### src/rtl/msx_io_device_table_if.sv
// Configuration stream, CPU I/O bus and device-select bundle for the I/O device table.
interface msx_io_device_table_if #(
  parameter int unsigned NUM_ENTRIES = 8,
  parameter int unsigned ID_W        = 4
);
  // configuration stream
  logic                   cfg_start;
  logic                   cfg_wr;
  logic [7:0]             cfg_data;
  logic                   cfg_last;
  logic                   cfg_ready;
  logic                   cfg_error;
  // CPU I/O bus
  logic                   iorq;
  logic                   m1;
  logic                   rd;
  logic                   wr;
  logic [7:0]             addr;
  // device select
  logic [NUM_ENTRIES-1:0] dev_hit;
  logic                   dev_en;
  logic                   dev_we;
  logic [ID_W-1:0]        dev_id;
  logic [1:0]             dev_num;
  logic [7:0]             dev_param;

  modport master (
    output cfg_start, cfg_wr, cfg_data, cfg_last,
    input  cfg_ready, cfg_error,
    output iorq, m1, rd, wr, addr,
    input  dev_hit, dev_en, dev_we, dev_id, dev_num, dev_param
  );

  modport slave (
    input  cfg_start, cfg_wr, cfg_data, cfg_last,
    output cfg_ready, cfg_error,
    input  iorq, m1, rd, wr, addr,
    output dev_hit, dev_en, dev_we, dev_id, dev_num, dev_param
  );
endinterface

### src/rtl/msx_io_device_table.sv
// Run-time loadable, priority-ordered I/O port decoder. Entries are loaded from a
// byte stream (mask, port, num, param, id) and every qualified Z80 I/O cycle is
// matched against the table, producing a registered device select.
module msx_io_device_table #(
  parameter int unsigned NUM_ENTRIES = 8,
  parameter int unsigned ID_W        = 4
) (
  input  logic clk,
  input  logic reset,
  input  logic clk_en,
  msx_io_device_table_if.slave bus
);
  localparam int unsigned CW = $clog2(NUM_ENTRIES + 1);

  typedef enum logic [1:0] {IDLE, LOAD, READY} state_t;

  state_t                 state_q, state_d;
  logic [CW-1:0]          count_q;
  logic [2:0]             idx_q;
  logic                   err_q;
  logic [7:0]             mask_a, port_a, param_a;
  logic [1:0]             num_a;

  logic [7:0]             mask_q  [NUM_ENTRIES];
  logic [7:0]             port_q  [NUM_ENTRIES];
  logic [1:0]             num_q   [NUM_ENTRIES];
  logic [7:0]             param_q [NUM_ENTRIES];
  logic [ID_W-1:0]        id_q    [NUM_ENTRIES];
  logic [NUM_ENTRIES-1:0] valid_q;

  logic                   found;
  logic [NUM_ENTRIES-1:0] win_oh;
  logic [ID_W-1:0]        win_id;
  logic [1:0]             win_num;
  logic [7:0]             win_param;
  logic                   acc, acc_q, start;

  // FSM state register
  always_ff @(posedge clk) begin
    if (reset) state_q <= IDLE;
    else       state_q <= state_d;
  end

  // FSM next state; cfg_start takes precedence over any stream byte
  always_comb begin
    state_d = state_q;
    if (bus.cfg_start) begin
      state_d = LOAD;
    end else begin
      case (state_q)
        LOAD:    if (bus.cfg_wr && bus.cfg_last) state_d = READY;
        default: state_d = state_q;
      endcase
    end
  end

  assign bus.cfg_ready = (state_q == READY);
  assign bus.cfg_error = err_q;

  // Stream assembly and table write; bytes past a full table are dropped
  always_ff @(posedge clk) begin
    if (reset || bus.cfg_start) begin
      valid_q <= '0;
      count_q <= '0;
      idx_q   <= '0;
      err_q   <= 1'b0;
    end else if (state_q == LOAD && bus.cfg_wr) begin
      if (count_q == CW'(NUM_ENTRIES)) begin
        err_q <= 1'b1;
      end else begin
        case (idx_q)
          3'd0: mask_a  <= bus.cfg_data;
          3'd1: port_a  <= bus.cfg_data;
          3'd2: num_a   <= bus.cfg_data[1:0];
          3'd3: param_a <= bus.cfg_data;
          default: begin
            for (int unsigned i = 0; i < NUM_ENTRIES; i++) begin
              if (count_q == CW'(i)) begin
                mask_q[i]  <= mask_a;
                port_q[i]  <= port_a;
                num_q[i]   <= num_a;
                param_q[i] <= param_a;
                id_q[i]    <= bus.cfg_data[ID_W-1:0];
                valid_q[i] <= 1'b1;
              end
            end
            count_q <= count_q + CW'(1);
          end
        endcase
        idx_q <= (idx_q == 3'd4) ? 3'd0 : idx_q + 3'd1;
      end
      if (bus.cfg_last) begin
        if (idx_q != 3'd4) err_q <= 1'b1;
        idx_q <= '0;
      end
    end
  end

  // Priority match: the lowest-index valid entry covering addr wins
  always_comb begin
    found     = 1'b0;
    win_oh    = '0;
    win_id    = '0;
    win_num   = '0;
    win_param = '0;
    for (int unsigned i = 0; i < NUM_ENTRIES; i++) begin
      if (!found && valid_q[i] && (((bus.addr ^ port_q[i]) & mask_q[i]) == 8'h00)) begin
        found     = 1'b1;
        win_oh[i] = 1'b1;
        win_id    = id_q[i];
        win_num   = num_q[i];
        win_param = param_q[i];
      end
    end
  end

  assign acc   = bus.iorq && !bus.m1 && (bus.rd || bus.wr) && bus.cfg_ready;
  assign start = clk_en && acc && !acc_q;

  // Latch the winner at access start and hold it until the access ends
  always_ff @(posedge clk) begin
    if (reset || bus.cfg_start) begin
      acc_q         <= 1'b0;
      bus.dev_hit   <= '0;
      bus.dev_en    <= 1'b0;
      bus.dev_we    <= 1'b0;
      bus.dev_id    <= '0;
      bus.dev_num   <= '0;
      bus.dev_param <= '0;
    end else begin
      if (clk_en) acc_q <= acc;
      bus.dev_en <= 1'b0;
      if (start) begin
        bus.dev_hit   <= win_oh;
        bus.dev_en    <= found;
        bus.dev_we    <= bus.wr;
        bus.dev_id    <= win_id;
        bus.dev_num   <= win_num;
        bus.dev_param <= win_param;
      end else if (!acc) begin
        bus.dev_hit   <= '0;
        bus.dev_we    <= 1'b0;
        bus.dev_id    <= '0;
        bus.dev_num   <= '0;
        bus.dev_param <= '0;
      end
    end
  end
endmodule

### src/flat_wrapper.sv
// flat-port wrapper written by rule: the top's interface ports become plain ports
module msx_io_device_table_flat 
#(
  parameter int unsigned NUM_ENTRIES = 8,
  parameter int unsigned ID_W        = 4
)
  (clk, reset, clk_en, bus_cfg_start, bus_cfg_wr, bus_cfg_data, bus_cfg_last, bus_cfg_ready, bus_cfg_error, bus_iorq, bus_m1, bus_rd, bus_wr, bus_addr, bus_dev_hit, bus_dev_en, bus_dev_we, bus_dev_id, bus_dev_num, bus_dev_param);
  msx_io_device_table_if #(.NUM_ENTRIES(NUM_ENTRIES), .ID_W(ID_W)) bus_i ();
  input  logic clk;
  input  logic reset;
  input  logic clk_en;
  input wire logic [$bits(bus_i.cfg_start)-1:0] bus_cfg_start;
  input wire logic [$bits(bus_i.cfg_wr)-1:0] bus_cfg_wr;
  input wire logic [$bits(bus_i.cfg_data)-1:0] bus_cfg_data;
  input wire logic [$bits(bus_i.cfg_last)-1:0] bus_cfg_last;
  output wire logic [$bits(bus_i.cfg_ready)-1:0] bus_cfg_ready;
  output wire logic [$bits(bus_i.cfg_error)-1:0] bus_cfg_error;
  input wire logic [$bits(bus_i.iorq)-1:0] bus_iorq;
  input wire logic [$bits(bus_i.m1)-1:0] bus_m1;
  input wire logic [$bits(bus_i.rd)-1:0] bus_rd;
  input wire logic [$bits(bus_i.wr)-1:0] bus_wr;
  input wire logic [$bits(bus_i.addr)-1:0] bus_addr;
  output wire logic [$bits(bus_i.dev_hit)-1:0] bus_dev_hit;
  output wire logic [$bits(bus_i.dev_en)-1:0] bus_dev_en;
  output wire logic [$bits(bus_i.dev_we)-1:0] bus_dev_we;
  output wire logic [$bits(bus_i.dev_id)-1:0] bus_dev_id;
  output wire logic [$bits(bus_i.dev_num)-1:0] bus_dev_num;
  output wire logic [$bits(bus_i.dev_param)-1:0] bus_dev_param;
  assign bus_i.cfg_start = bus_cfg_start;
  assign bus_i.cfg_wr = bus_cfg_wr;
  assign bus_i.cfg_data = bus_cfg_data;
  assign bus_i.cfg_last = bus_cfg_last;
  assign bus_cfg_ready = bus_i.cfg_ready;
  assign bus_cfg_error = bus_i.cfg_error;
  assign bus_i.iorq = bus_iorq;
  assign bus_i.m1 = bus_m1;
  assign bus_i.rd = bus_rd;
  assign bus_i.wr = bus_wr;
  assign bus_i.addr = bus_addr;
  assign bus_dev_hit = bus_i.dev_hit;
  assign bus_dev_en = bus_i.dev_en;
  assign bus_dev_we = bus_i.dev_we;
  assign bus_dev_id = bus_i.dev_id;
  assign bus_dev_num = bus_i.dev_num;
  assign bus_dev_param = bus_i.dev_param;
  msx_io_device_table #(.NUM_ENTRIES(NUM_ENTRIES), .ID_W(ID_W)) u_core (.clk(clk), .reset(reset), .clk_en(clk_en), .bus(bus_i));
endmodule
### config.mk
export PLATFORM = sky130hd
export DESIGN_NAME = msx_io_device_table_flat
export DESIGN_NICKNAME = d
export VERILOG_FILES = /design/src/rtl/msx_io_device_table_if.sv /design/src/rtl/msx_io_device_table.sv /design/src/flat_wrapper.sv
export SDC_FILE = /design/constraint.sdc
export NUM_CORES = 1
export LEC_CHECK = 0
export ABC_AREA = 1
export BUFFER_PORTS_ARGS = -buffer_cell sky130_fd_sc_hd__buf_2
export CAP_MARGIN = 20
export CORE_UTILIZATION = 50
export CTS_BUF_LIST = sky130_fd_sc_hd__clkbuf_4
export DETAILED_ROUTE_END_ITERATION = 8
export GPL_TIMING_DRIVEN = 0
export PLACE_DENSITY = 0.78
export SYNTH_ARGS = -nofsm -noshare
export SYNTH_HDL_FRONTEND = slang
export SYNTH_SLANG_ARGS = --single-unit
### constraint.sdc
create_clock -name clk -period 7.04 [get_ports clk]
set_clock_uncertainty 0.05 [all_clocks]
set_input_delay 0.352 -clock clk [delete_from_list [all_inputs] [get_ports clk]]
set_output_delay 0.352 -clock clk [all_outputs]
set_load 0.1 [all_outputs]
==> impl_metrics.json, run 1 <==
{
  "drive_above_1_share": 0.2100,
  "grt.overflow.total": 0,
  "drt_wl_total_um": 26590,
  "vias": 8124,
  "relSlewSlack": 0.3286,
  "worstPathArrival_ns": 3.27,
  "placementRows": 57,
  "die_w_um": 158.9,
  "fin_nets": 1220,
  "status": "finished clean",
  "hold_class": "in -> reg",
  "drt_iter0_drc": 728,
  "timing.setup.critical_path_class": "reg -> reg",
  "cap_violations": 0,
  "hold_start": "bus_cfg_start",
  "hold_depth": 4,
  "grt_max_degree": 31,
  "min_to": "u_core.bus.dev_hit[7]",
  "viasPerCell": 5.194,
  "num_io_pins": 52,
  "netlist_instances": 1037,
  "ant_nets": 0,
  "r2r_end": "u_core.port_q[0][30]",
  "place_hpwl_um": 17460,
  "yosysTopAreaCellShare": 0.6486,
  "cts_setup_buffers": 0,
  "core_area_um2": 24250,
  "max_freq_mhz": 338.0,
  "gp_congestion": 0.8247,
  "hold_violations": 0,
  "hold_ws_ns": 0.04085,
  "grt_usage": 0.2199,
  "start_kind": "register",
  "period_needed_ns": 2.959,
  "synth_area_leaders": "edfxtp_1 65%, nand2_1 7.3%, dfxtp_1 7.0%",
  "dr.pass1.iters": 5,
  "dieArea_um2": 25260,
  "worst_pin_slew_ns": 1.005,
  "rsz0062_at_grt": "no",
  "cts-htree-levels": 3,
  "ys_warn_count": 0,
  "clock_latency_ns": 0.70,
  "chipHeight_um": 158.9,
  "route.detailed.drc": 0,
  "critPathRequiredTime_ns": 7.35,
  "cts_max_path_buffers": 3,
  "r2r-start": "u_core.count_q[0]",
  "async_reset_ff_frac": 0,
  "p_per_area_nw_per_um2": 247.4,
  "synth_seq_area_share": 0.7186,
  "synth_seq_cells": 309,
  "clk_pin_slew_worst_paths_ns": 0.07,
  "wire_per_inst_um": 17.00,
  "synthesis.nets": 1072,
  "grt_pass1_vias": 8198,
  "yosysTopAreaCell": "edfxtp_1",
  "initial_utilization": 0.5078,
  "grt_pass1_wl_um": 42440,
  "synthFlopType": "edfxtp_1",
  "cts-buffers-inserted": 72,
  "period_share": 0.4203,
  "syn_avg_cell_area_um2": 11.87,
  "cp-end-kind": "register",
  "io_buffers": 51,
  "synth_edf_count": 266,
  "setup_viol": 0,
  "clock-sinks": 309,
  "netlist_area_um2": 12310,
  "ir_worst_vdd_mv": 0.1207,
  "power_leakage_nw": 5.727,
  "crit_fanout": 16,
  "rrSetupSlack_ns": 4.08,
  "synthTopCellsByCount": "266 x edfxtp_1, 238 x nand2_1, 102 x nand3_1",
  "drv_slew": 0,
  "reg2regPathDepth": 10,
  "cts_tree": "built",
  "synth.most_common_cell": "edfxtp_1",
  "syn_to_final_growth_pct": 16.24,
  "antenna_found_initial": 1,
  "synth_cell_types": 47,
  "cts_root_buf": "clkbuf_4",
  "setup_tns_ns": 0
}
-- critical path, stage by stage (launching register included) --
cell	delay, ns
dfxtp_1	0.37
inv_1	0.09
ha_1	0.22
inv_1	0.09
nor3_1	0.05
nor2_1	0.19
inv_1	0.09
nor2_1	0.31
nand2_1	0.34
nor2_4	0.58
buf_16	0.24
-- repair_timing --
item / 4_1_cts / 5_1_grt
hold buffers: 15 / 0
resized for setup: 0 / 0
endpoints found under the hold margin: 57 / 0
-- per-layer routing --
metal	wire length [um]	vias up	part of all wire	track usage
li1	-	3871	-	-
met1	10530	3900	0.40	0.2653
met2	13490	284	0.51	0.3780
met3	1822	69	0.069	0.05001
met4	752	0	0.028	0.09790
met5	0	-	0	0
-- kinds of logic (layout without fill, tap and decap cells) --
family / after synthesis / in the layout / share of synthesized area
other: 0 / 2 / 0
AND/OR/NAND/NOR: 515 / 515 / 0.1921
buffers and inverters: 135 / 336 / 0.04765
adder cells (fa/ha/maj): 9 / 9 / 0.009145
AO/OA/AOI/OAI: 64 / 64 / 0.02896
flip-flops: 309 / 309 / 0.7186
XOR/XNOR: 5 / 5 / 0.003556
-- cells in the final DEF (no fill, tap or decap), drive strengths merged, types with 15 or more instances in the layout --
cell and count:
o21ai 33, inv 114, a21oi 19, nand3 109, dlygate4sd3 15, or2 31
clkbuf 114, nor2 103, buf 78, nand2 244, dfxtp 43, edfxtp 266
-- cell type report --
| class | instances | area, um^2 |
|---|---|---|
| clock buffer | 110 | 825.8 |
| buffer | 23 | 163.9 |
| fill | 1849 | 9935 |
| timing repair buffer | 74 | 561.8 |
| clock inverter | 17 | 143.9 |
| inverter | 112 | 422.9 |
| multi-input combinational | 593 | 2937 |
| sequential | 309 | 8848 |
| antenna | 2 | 5.005 |
| tap | 324 | 405.4 |
-- worst max-delay path by stage --
stage	from	slack (ns)	end
final	u_core.count_q[0]	4.08	u_core.port_q[0][30]
after detailed placement	bus_cfg_start	4.08	u_core.bus.dev_id[1]
after global routing	u_core.count_q[0]	3.86	u_core.param_q[0][18]
after global placement	bus_cfg_start	1.48	u_core.param_q[1][7]
after CTS	u_core.count_q[0]	4.11	u_core.port_q[0][30]
after floorplan	bus_cfg_start	3.40	u_core.id_q[1][0]
-- where the power goes --
part	internal, mW	switching [mW]	total (mW)
combinational	0.0264	0.0441	0.0705
clock	0.821	0.680	1.50
sequential	1.97	0.00234	1.97
-- state kept, by name (all words and copies together), names as in the netlist, 2 cells and up --
name and count:
u_core.id_q 32, u_core.count_q 4, u_core.num_a 2, u_core.port_q 64
u_core.idx_q 3, u_core.param_a 8, u_core.bus.dev_hit 8, u_core.port_a 8
u_core.state_q 2, u_core.bus.dev_param 8, u_core.mask_a 8, u_core.valid_q 8
u_core.mask_q 64, u_core.bus.dev_id 4, u_core.bus.dev_num 2, u_core.num_q 16
u_core.param_q 64
-- through the flow --
| step | power (mW) | instance area, um^2 | std cells | setup WS [ns] | util |
|---|---|---|---|---|---|
| 2_1_floorplan | 2.046 | 12310 | 1037 | 3.401 | - |
| 3_3_place_gp | 2.070 | 12970 | 1412 | 1.483 | 0.5351 |
| 3_5_place_dp | 2.073 | 13190 | 1420 | 4.084 | 0.5439 |
| 4_1_cts | 3.560 | 14310 | 1562 | 4.108 | 0.5901 |
| 5_1_grt | 3.655 | 14310 | 1563 | 3.858 | 0.5902 |
| 6_report | 3.542 | 14310 | 1564 | 4.081 | 0.5903 |
Note: power is estimated with default switching activity, not from simulation.
==> run 2: changes to the inputs <==
- clock period: 7.04 -> 3.05 ns (I/O delays scaled with it)
==> run 2 against run 1 <==
  * Via count increased by 1.9%
  * Sequential share of layout area decreased by 0.28 points
  * Count of clock-buffer cells in the layout increased by 5
  * Global-route usage decreased by 0.19 points
  * Design area increased by 0.45%
  * Non-clock buffer count increased by 5
  * Die area unchanged
  * Routed wire length increased by 2.3%
  * Critical path type unchanged
==> impl_metrics.json, run 2 (synthesized netlist as in run 1, its figures left out) <==
{
  "drive_above_1_share": 0.2115,
  "clock-sinks": 309,
  "timing.setup.critical_path_class": "reg -> reg",
  "hold_ws_ns": 0.09091,
  "viasPerCell": 5.263,
  "ant_nets": 0,
  "place_hpwl_um": 17490,
  "drv_slew": 0,
  "ir_worst_vdd_mv": 0.2575,
  "worst_pin_slew_ns": 1.015,
  "rsz0062_at_grt": "no",
  "drt_wl_total_um": 27200,
  "syn_to_final_growth_pct": 16.76,
  "critPathTopFamily": "simple AND/OR/NAND/NOR gates",
  "max_freq_mhz": 351.7,
  "worstPathCellList": "ha_1 -> ha_1 -> inv_1 -> nand4_1 -> nor2_2 -> nand2_1 -> nor2_4 -> buf_16",
  "cts_root_buf": "clkbuf_4",
  "die_w_um": 158.9,
  "critPathSlowestCell": "nor2_4",
  "core_area_um2": 24250,
  "dieArea_um2": 25260,
  "clock_latency_ns": 0.70,
  "worstPathArrival_ns": 3.15,
  "cap_violations": 0,
  "cts_max_path_buffers": 3,
  "start_kind": "register",
  "antenna_found_initial": 1,
  "crit_fanout": 17,
  "mostFrequentLayoutCells": "266 x edfxtp_1, 238 x nand2_1, 115 x clkbuf_4",
  "cts-htree-levels": 3,
  "period_needed_ns": 2.844,
  "chipHeight_um": 158.9,
  "hold_class": "in -> reg",
  "num_io_pins": 52,
  "cp-end-kind": "register",
  "vias": 8279,
  "dpl.cell_count": 1418,
  "placementRows": 57,
  "postPlaceCellArea_um2": 13190,
  "clk_pin_slew_worst_paths_ns": 0.07,
  "critPathRequiredTime_ns": 3.36,
  "top_regs": "u_core.mask_q x64, u_core.param_q x64, u_core.port_q x64",
  "dr.pass1.iters": 6,
  "crit_path_frequent_cell": "ha_1",
  "cpPeakStageDelay_ns": 0.57,
  "route.detailed.drc": 0,
  "final_common_cell": "edfxtp_1",
  "p_per_area_nw_per_um2": 561.6,
  "grt.overflow.total": 0,
  "fin_cells": 1573,
  "gp_congestion": 0.8145,
  "grt_pass1_vias": 8226,
  "relSlewSlack": 0.3206,
  "wire_per_inst_um": 17.29,
  "fin_nets": 1228,
  "finalInstanceArea_um2": 14380,
  "drt_iter0_drc": 913,
  "hold_violations": 0,
  "initial_utilization": 0.5078,
  "cts-buffers-inserted": 74,
  "grt_pass1_wl_um": 42240,
  "setup_viol": 0,
  "setup_tns_ns": 0,
  "grt_max_degree": 31,
  "cp_num_buf_inv": 2,
  "power_leakage_nw": 5.761,
  "grt_usage": 0.2179,
  "status": "finished clean",
  "io_buffers": 51,
  "cts_tree": "built",
  "period_share": 0.9323
}
==> run 2: cell count changes in the layout (fill, tap and decap cells not counted), moves of 3 or more <==
cell,change
clkbuf_4,+5
clkinv_1,+4
buf_4,+3
buf_6,-3
dlygate4sd3_1,+3
inv_2,-3
==> run 2: repair_timing <==
action	4_1_cts	5_1_grt
resized for setup	0	2
setup buffers	0	4
endpoints found under the setup margin	0	60
endpoints found under the hold margin	70	0
hold buffers	18	0
==> run 2: cell type report <==
class | instances | area [um^2]
Antenna cell | 1 | 2.502
Tap cell | 324 | 405.4
Buffer | 23 | 163.9
Sequential cell | 309 | 8848
Fill cell | 1851 | 9869
Timing Repair Buffer | 79 | 628.1
Inverter | 112 | 422.9
Clock inverter | 16 | 87.58
Multi-Input combinational cell | 594 | 2957
Clock buffer | 115 | 863.3
==> run 2: power breakdown <==
group | total, mW | internal, mW | switching [mW]
combinational | 0.168 | 0.0626 | 0.105
sequential | 4.55 | 4.54 | 0.00536
clock | 3.36 | 1.79 | 1.57
==> run 2: path summary, 6_finish.rpt <==
path,end,slack [ns],cells past startpoint,start
max,u_core.id_q[1][11],0.21,8,u_core.idx_q[0]
max reg2reg,u_core.id_q[1][11],0.21,8,u_core.idx_q[0]
min reg2reg,u_core.bus.dev_param[7],0.40,2,u_core.bus.dev_param[7]
min,u_core.bus.dev_hit[0],0.09,7,bus_addr[0]
==> run 2: layer usage <==
metal  global-route usage  part of all wire  up-vias
met5                    0                 0        -
met1               0.2610              0.39     3933
met3              0.04220             0.075       86
met2               0.3772              0.50      373
met4               0.1088             0.034        0
li1                     -                 -     3887
==> run 2: tightest hold or removal path: cells and delay by family <==
| family | cells | cell delay, ns |
|---|---|---|
| compound gates | 1 | 0.10 |
| buf+inv | 1 | 0.13 |
| simple gates | 5 | 0.40 |
==> run 2: metrics by stage <==
| stage | power, mW | utilization | setup slack (ns) |
|---|---|---|---|
| 2_1_floorplan | 4.722 | - | -0.06638 |
| 3_3_place_gp | 4.778 | 0.5357 | -1.256 |
| 3_5_place_dp | 4.787 | 0.5439 | 0.1873 |
| 4_1_cts | 8.117 | 0.5906 | 0.1420 |
| 5_1_grt | 8.337 | 0.5930 | 0.01485 |
| 6_report | 8.074 | 0.5930 | 0.2065 |
==> run 3: changes to the inputs <==
- RECOVER_POWER: not set -> 100
==> run 3 against run 2 <==
  * Die area unchanged
  * Design area is 1.1% lower
  * Final cell count did not move
  * Sequential share of layout area is 0.68 points higher
  * Global-route usage unchanged
==> impl_metrics.json, run 3 (synthesized netlist as in run 1, its figures left out) <==
{
  "internal_power_mw": 6.396,
  "cts_tree": "built",
  "start_kind": "register",
  "combPwrFrac": 0.021,
  "hold_depth": 7,
  "reg2regPathDepth": 8,
  "cts-buffers-inserted": 74,
  "post-route-util": 0.5865,
  "worst_slack_ns": 0.2214,
  "dieArea_um2": 25260,
  "vias": 8255,
  "drv_slew": 0,
  "dr.pass1.iters": 5,
  "p_seq_frac": 0.563,
  "num-fill-cells": 1891,
  "cpPeakStageDelay_ns": 0.56,
  "io_buffers": 51,
  "mostFrequentLayoutCells": "266 x edfxtp_1, 238 x nand2_1, 117 x clkbuf_4",
  "p_per_area_nw_per_um2": 567.6,
  "num_io_pins": 52,
  "status": "finished clean",
  "clk_pin_slew_worst_paths_ns": 0.07,
  "r2r_end": "u_core.param_q[1][19]",
  "rrSetupSlack_ns": 0.22,
  "cap_violations": 0,
  "wire_per_inst_um": 17.32,
  "worst_pin_slew_ns": 1.184,
  "cts_max_path_buffers": 3,
  "clock_latency_ns": 0.70,
  "period_share": 0.9274,
  "critPathSlowestCell": "nor2_4",
  "hold_ws_ns": 0.09053,
  "p_switching_mw": 1.677,
  "viasPerCell": 5.248,
  "max_freq_mhz": 353.5,
  "antenna_found_initial": 1,
  "gp_congestion": 0.8145,
  "clock-sinks": 309,
  "die_w_um": 158.9,
  "hold_violations": 0,
  "grt_max_degree": 31,
  "grt_pass1_wl_um": 42240,
  "seqCellArea_um2": 8848,
  "worstPathCellList": "ha_1 -> ha_1 -> inv_1 -> nand4_1 -> nor2_2 -> nand2_1 -> nor2_4 -> buf_16",
  "cts-htree-levels": 3,
  "crit_fanout": 17,
  "core_area_um2": 24250,
  "drt_wl_total_um": 27240,
  "ir_worst_vdd_mv": 0.2551,
  "grt_pass1_vias": 8226,
  "cts_root_buf": "clkbuf_4",
  "drt_iter0_drc": 868,
  "timing.setup.critical_path_class": "reg -> reg",
  "period_needed_ns": 2.829,
  "grt_usage": 0.2179,
  "hold_class": "in -> reg",
  "chipHeight_um": 158.9,
  "setup_viol": 0,
  "r2r-start": "u_core.idx_q[0]",
  "cp-end-kind": "register",
  "fin_nets": 1228,
  "cp_num_buf_inv": 2,
  "min_to": "u_core.bus.dev_hit[0]",
  "place_hpwl_um": 17490,
  "ant_nets": 0,
  "grt.overflow.total": 0,
  "critPathTopFamily": "simple AND/OR/NAND/NOR gates",
  "placementRows": 57,
  "rsz0062_at_grt": "no",
  "drive_above_1_share": 0.1787,
  "postPlaceCellArea_um2": 13190,
  "setup_tns_ns": 0,
  "multi_input_area_um2": 2922,
  "top_regs": "u_core.mask_q x64, u_core.param_q x64, u_core.port_q x64",
  "finalInstanceArea_um2": 14220,
  "worstPathArrival_ns": 3.14,
  "switching_share": 0.2077,
  "hold_start": "bus_addr[0]",
  "final_common_cell": "edfxtp_1",
  "crit_path_frequent_cell": "ha_1",
  "power_leakage_nw": 5.595,
  "pre_cts_slack_ns": 0.1873,
  "pwr-share-clk": 0.416,
  "critPathRequiredTime_ns": 3.36,
  "relSlewSlack": 0.2138,
  "route.detailed.drc": 0,
  "syn_to_final_growth_pct": 15.48,
  "initial_utilization": 0.5078
}
==> run 3: cell count changes in the layout (fill, tap and decap cells not counted), moves of 2 or more <==
cell,change
nor2_1,+4
buf_12,-2
clkbuf_1,+36
nor2_4,-4
buf_4,-3
buf_2,-35
buf_16,-2
clkbuf_2,+4
clkbuf_4,+2
==> run 3: cell type report <==
class / count / area share
Buffer: 23 / 0.01153
Clock buffer: 115 / 0.06071
Clock inverter: 16 / 0.006159
Inverter: 112 / 0.02974
Sequential cell: 309 / 0.6222
Tap cell: 324 / 0.02851
Antenna cell: 1 / 0.0001760
Multi-Input combinational cell: 594 / 0.2054
Timing Repair Buffer: 79 / 0.03554
==> run 3: worst min-delay path, cell delays in order <==
cell and delay [ns]:
buf_2 0.13, nand2_1 0.06, nand3_1 0.07, nand2_1 0.07, nor2_1 0.06, nand3_2 0.14
o21ai_0 0.10
==> run 3: worst max-delay path by stage <==
| stage | start | to | slack (ns) | cells after the start |
|---|---|---|---|---|
| 2_1_floorplan | u_core.count_q[0] | u_core.id_q[0][12] | -0.07 | 9 |
| 3_3_place_gp | u_core.count_q[0] | u_core.mask_q[0][26] | -1.26 | 9 |
| 3_5_place_dp | u_core.count_q[0] | u_core.mask_q[0][16] | 0.19 | 9 |
| 4_1_cts | u_core.idx_q[0] | u_core.mask_q[0][20] | 0.14 | 7 |
| 5_1_grt | u_core.idx_q[0] | u_core.param_q[1][11] | 0.008 | 10 |
| 6_report | u_core.idx_q[0] | u_core.param_q[1][19] | 0.22 | 8 |
==> run 3: stage by stage <==
stage | power, mW | cells
final | 8.073 | 1573
after global routing | 8.335 | 1573
after CTS | 8.117 | 1567
after detailed placement | 4.787 | 1418
after global placement | 4.778 | 1412
after floorplan | 4.722 | 1037
==> run 3: power groups by stage <==
stage / combinational (mW) / sequential [mW] / clock (mW)
final: 0.166 / 4.55 / 3.36
after global placement: 0.140 / 4.64 / 0
after detailed placement: 0.148 / 4.64 / 0
after CTS: 0.166 / 4.55 / 3.41
after floorplan: 0.0833 / 4.64 / 0
after global routing: 0.183 / 4.54 / 3.61
==> run 3: repair_timing <==
action	in CTS	in global routing
endpoints found under the setup margin	0	60
gates resized for setup	0	2
hold endpoints to repair	70	0
hold buffers	18	0
buffers inserted	0	4
==> run 3: layer usage <==
layer,vias up,routed length (um),GRT usage
met4,0,833,0.1088
met2,407,13820,0.3772
li1,3895,-,-
met5,-,0,0
met1,3879,10440,0.2610
met3,74,2146,0.04220
